**config.mk**
```make
export PLATFORM = sky130hd
export DESIGN_NAME = cnt_down_loadable
export DESIGN_NICKNAME = d
export VERILOG_FILES = /design/src/rtl/cnt_pkg.sv /design/src/rtl/cnt_down_core.sv /design/src/rtl/cnt_down_loadable.sv
export SDC_FILE = /design/constraint.sdc
export NUM_CORES = 1
export LEC_CHECK = 0
export BUFFER_PORTS_ARGS = -buffer_cell sky130_fd_sc_hd__buf_2
export CELL_PAD_IN_SITES_DETAIL_PLACEMENT = 0
export CELL_PAD_IN_SITES_GLOBAL_PLACEMENT = 1
export CORE_AREA = 2 2 42 44
export CTS_BUF_LIST = sky130_fd_sc_hd__clkbuf_8
export DETAILED_ROUTE_END_ITERATION = 10
export DIE_AREA = 0 0 44 46
export MAX_ROUTING_LAYER = met4
export PLACE_DENSITY_LB_ADDON = 0.1
export SYNTH_ARGS = -nofsm -noshare
export SYNTH_HDL_FRONTEND = slang
export SYNTH_SLANG_ARGS = --single-unit
```
**constraint.sdc**
```tcl
create_clock -name clk -period 1.5 [get_ports clk]
set_input_delay 0.45 -clock clk [delete_from_list [all_inputs] [get_ports clk]]
set_output_delay 0.45 -clock clk [all_outputs]
set_load 0.01 [all_outputs]
```
**src/rtl/cnt_pkg.sv**
```systemverilog
// Shared types for the loadable down-counter: FSM state encoding and the
// per-edge action selected by the control logic for the datapath core.
package cnt_pkg;

  localparam int STATE_W = 2;

  typedef enum logic [STATE_W-1:0] {
    ST_IDLE = 2'd0,
    ST_RUN  = 2'd1,
    ST_DONE = 2'd2
  } cnt_state_e;

  // Exactly one of these is applied to the count register on each edge.
  typedef enum logic [2:0] {
    OP_HOLD   = 3'd0,
    OP_CLEAR  = 3'd1,
    OP_LOAD   = 3'd2,
    OP_DEC    = 3'd3,
    OP_RELOAD = 3'd4
  } cnt_op_e;

  function automatic logic [STATE_W-1:0] state_code(input cnt_state_e s);
    return STATE_W'(s);
  endfunction

endpackage

```
**src/rtl/cnt_down_core.sv**
```systemverilog
// Datapath of the down-counter: count register, decrementer, reload register
// and zero / one detection. The action is chosen by the enclosing control FSM.
module cnt_down_core
  import cnt_pkg::*;
#(
  parameter int WIDTH = 4
) (
  input  logic             clk,
  input  logic             rst_n,
  input  cnt_op_e          op,
  input  logic [WIDTH-1:0] load_val,
  output logic [WIDTH-1:0] q,
  output logic             q_zero,
  output logic             q_one
);

  logic [WIDTH-1:0] q_reg;
  logic [WIDTH-1:0] q_next;
  logic [WIDTH-1:0] reload_reg;
  logic [WIDTH-1:0] reload_next;

  always_comb begin
    q_next      = q_reg;
    reload_next = reload_reg;
    case (op)
      OP_CLEAR:  q_next = '0;
      OP_LOAD: begin
        q_next      = load_val;
        reload_next = load_val;
      end
      OP_DEC:    q_next = q_reg - WIDTH'(1);
      OP_RELOAD: q_next = reload_reg;
      default:   ;
    endcase
  end

  // A clear leaves the reload register untouched; only reset zeroes it.
  always_ff @(posedge clk or negedge rst_n) begin
    if (!rst_n) begin
      q_reg      <= '0;
      reload_reg <= '0;
    end else begin
      q_reg      <= q_next;
      reload_reg <= reload_next;
    end
  end

  assign q      = q_reg;
  assign q_zero = (q_reg == '0);
  assign q_one  = (q_reg == WIDTH'(1));

endmodule

```
**src/rtl/cnt_down_loadable.sv**
```systemverilog
// Loadable, cascadable down-counter with terminal-count pulse and optional
// auto-reload. Control FSM and action priority here; datapath in cnt_down_core.
module cnt_down_loadable
  import cnt_pkg::*;
#(
  parameter int WIDTH       = 4,
  parameter bit AUTO_RELOAD = 1'b0
) (
  input  logic               clk,
  input  logic               rst_n,
  input  logic               clr_n,
  input  logic               load,
  input  logic [WIDTH-1:0]   load_val,
  input  logic               enp,
  input  logic               ent,
  output logic [WIDTH-1:0]   q,
  output logic               bo,
  output logic               tc_pulse,
  output logic [STATE_W-1:0] state
);

  cnt_state_e state_reg;
  cnt_state_e state_next;
  logic       tc_reg;
  logic       tc_next;
  cnt_op_e    op;
  logic       q_zero;
  logic       q_one;
  logic       count_en;

  cnt_down_core #(
    .WIDTH (WIDTH)
  ) u_core (
    .clk      (clk),
    .rst_n    (rst_n),
    .op       (op),
    .load_val (load_val),
    .q        (q),
    .q_zero   (q_zero),
    .q_one    (q_one)
  );

  assign count_en = (state_reg == ST_RUN) && enp && ent;

  // Priority: clear, then load, then count.
  always_comb begin
    state_next = state_reg;
    tc_next    = 1'b0;
    op         = OP_HOLD;
    if (!clr_n) begin
      op         = OP_CLEAR;
      state_next = ST_IDLE;
    end else if (load) begin
      op         = OP_LOAD;
      state_next = (load_val != '0) ? ST_RUN : ST_DONE;
    end else if (count_en) begin
      if (q_zero) begin
        // Only reachable with auto-reload, since RUN is left on 1->0 otherwise.
        if (AUTO_RELOAD) begin
          op = OP_RELOAD;
        end else begin
          state_next = ST_DONE;
        end
      end else begin
        op = OP_DEC;
        if (q_one) begin
          tc_next = 1'b1;
          if (!AUTO_RELOAD) begin
            state_next = ST_DONE;
          end
        end
      end
    end
  end

  always_ff @(posedge clk or negedge rst_n) begin
    if (!rst_n) begin
      state_reg <= ST_IDLE;
      tc_reg    <= 1'b0;
    end else begin
      state_reg <= state_next;
      tc_reg    <= tc_next;
    end
  end

  assign tc_pulse = tc_reg;
  assign state    = state_code(state_reg);
  assign bo       = ent & q_zero;

endmodule

```
==> impl_metrics.py <==
metrics = {
    "outcome": {
        "status": "complete, but fails checks",
        "violations": "negative setup slack",
    },
    "yosys": {
        "synthFlopType": "dfrtp_1",
        "synth-edff-count": 0,
        "ys_seq_area_share_pct": 37.4,
        "syn-instance-count": 50,
        "ys_ff_latch": 7,
        "syn_nets": 63,
        "synthArstFlopShare_pct": 100,
        "ys_warn_count": 0,
        "ys_types": 27,
        "synthesis.area_um2": 468,
        "syn_avg_cell_area_um2": 9.36,
    },
    "clocking": {
        "numCtsBuffers": 3,
        "h-tree-depth": 1,
        "path_clk_slew_ps": 40,
        "cts_tree": "done",
        "cts_buffer_depth": 2,
        "root_buffer": "clkbuf_8",
        "cts.sinks": 7,
        "insertion_delay_ps": 230,
    },
    "timing": {
        "finalMaxSlewViolations": 0,
        "tightest_slew_ps": 418,
        "period_needed_ps": 1710,
        "setup_viol": 5,
        "setup_tns_ps": -484,
        "final.period_utilization_pct": 114,
        "max_freq_mhz": 585,
        "setup_ws_ps": -210,
        "rsz0062_at_grt": "true",
        "hold_ws_ps": 50.7,
        "skew_ps": 0.208,
        "maxSlewHeadroom_pct": 71.9,
        "finalHoldViolations": 0,
    },
    "floorplan": {
        "dieHeight_um": 46,
        "row_count": 15,
        "core_area_um2": 1610,
        "die_area_um2": 2020,
        "start_util_pct": 29.0,
        "io_pins": 18,
        "die_w_um": 44,
    },
    "finish": {
        "area_delta_synth_final_pct": 69.8,
        "largest_reg_flops": 4,
        "most-common-layout-cells": "buf_2 (16), buf_4 (14), dfrtp_1 (7)",
        "final_nets": 99,
        "final_common_cell": "buf_2",
        "finalInstanceArea_um2": 795,
        "n_antenna_cell": 0,
        "drive_gt1_share_pct": 60.0,
        "fillers": 162,
    },
    "critical_path": {
        "crit_start": "u_core.q[0]$_DFFE_PN0P_",
        "crit_chain": "inv_2, ha_4, nor3b_4, and2_4, buf_6",
        "r2r_start": "u_core.q[0]$_DFFE_PN0P_",
        "start_kind": "flip-flop",
        "worstPathMaxFanout": 2,
        "max_stage_delay_ps": 370,
        "reg2reg_to": "u_core.q[1]$_DFFE_PN0P_",
        "crit_slowest_cell": "dfrtp_1",
        "r2r.worst_path.cells": 7,
        "crit_family": "flip-flops",
        "r2r_setup_slack_ps": -100,
        "cp.buffers_inverters": 2,
        "critPathKind": "flip-flop to output pin",
        "cp-end-kind": "output pin",
        "crit_required_ps": 1050,
        "arrival_ps": 1260,
    },
    "hold_path": {
        "hp-class": "input port to asynchronous set/reset pin",
    },
    "placed_design": {
        "portBuffers": 17,
        "gp_congestion": 0.699,
        "dpl_cell_area_um2": 672,
        "place_ws_ps": -43.0,
    },
    "global_routing": {
        "overflow": 0,
        "grt_pass1_vias": 501,
        "grtUsageTotal_pct": 15.9,
        "grt_pass1_wl_um": 2190,
        "antenna_found_initial": 0,
        "grt_max_degree": 9,
    },
    "power": {
        "ir_drop_mv": 0.582,
        "power_density_nw_per_um2": 837,
        "p_leak_uw": 0.000408,
    },
    "detailed_routing": {
        "wl_per_cell_um": 13.5,
        "vias_per_cell": 5.07,
        "via_count": 517,
        "drt_iter0_markers": 6,
        "postRouteWirelength_um": 1380,
        "first_pass_iters": 2,
        "postRouteAntennaNets": 0,
        "route.detailed.drc": 0,
    },
    "flow_run": {
        "cap_violations": 0,
    },
}
[power by group]
part	switching, µW	internal (µW)	total [µW]
sequential	13.6	201	214
clock	87.5	177	265
combinational	81.8	104	186
[metrics by stage]
stage	utilization, %	total power, µW	instances
finish	49.2	665	102
global route	49.2	706	102
CTS	48.5	663	102
detailed placement	41.6	364	96
global placement	41.6	365	96
floorplan	-	285	50
[cell usage after synthesis (all sizes together), types with 2 or more instances]
library cell	n	area (µm²)
inv	5	18.8
a31oi	2	12.5
and3	2	15.0
nand3	6	30.0
and4b	2	20.0
nor2b	2	12.5
or3b	2	17.5
o21ai	3	15.0
ha	3	37.5
dfrtp	7	175
[how the worst max path moves through the flow]
stage | depth (start not counted) | slack (ps) | endpoint
2_1_floorplan | 5 | -20 | u_core.q[3]$_DFFE_PN0P_
3_3_place_gp | 5 | -30 | bo
3_5_place_dp | 5 | -40 | bo
4_1_cts | 5 | -230 | bo
5_1_grt | 5 | -290 | bo
6_report | 5 | -210 | bo
[what timing repair did]
| item | in CTS | in global routing |
|---|---|---|
| buffers inserted | 2 | 1 |
| gates resized for setup | 10 | 3 |
| hold buffers | 0 | 0 |
| endpoints found under the setup margin | 4 | 7 |
| gates cloned | 0 | 0 |
| pin swaps | 4 | 2 |
[layer usage]
layer  global-route usage [%]  vias up  share of wire (%)  wire length, µm
li1                         -      260                  -                -
met1                     19.7      239                 46              629
met2                     24.7       15                 47              648
met3                     3.57        3                5.4               74
met4                     7.27        0                1.7               24
met5                        -        -                  0                0
[area by class of cell]
cell class | instances | area (µm²) | area share (%)
multi-input cells | 37 | 327 | 41.1
clock buffers | 3 | 41.3 | 5.20
inverters | 5 | 18.8 | 2.36
flip-flops and latches | 7 | 175 | 22.0
well taps | 17 | 21.3 | 2.68
repair buffers | 32 | 208 | 26.1
clock inverters | 1 | 3.75 | 0.472
[logic make-up (layout without fill, tap and decap cells)]
logic type / Yosys count / count (layout) / synth area share, %
and+or+nand+nor: 24 / 24 / 33.4
AOI/OAI and AO/OA: 10 / 10 / 15.5
DFF: 7 / 7 / 37.4
buffers and inverters: 6 / 41 / 5.62
adders and majority gates: 3 / 3 / 8.02
No activity file was read; power rests on OpenSTA's default activity.
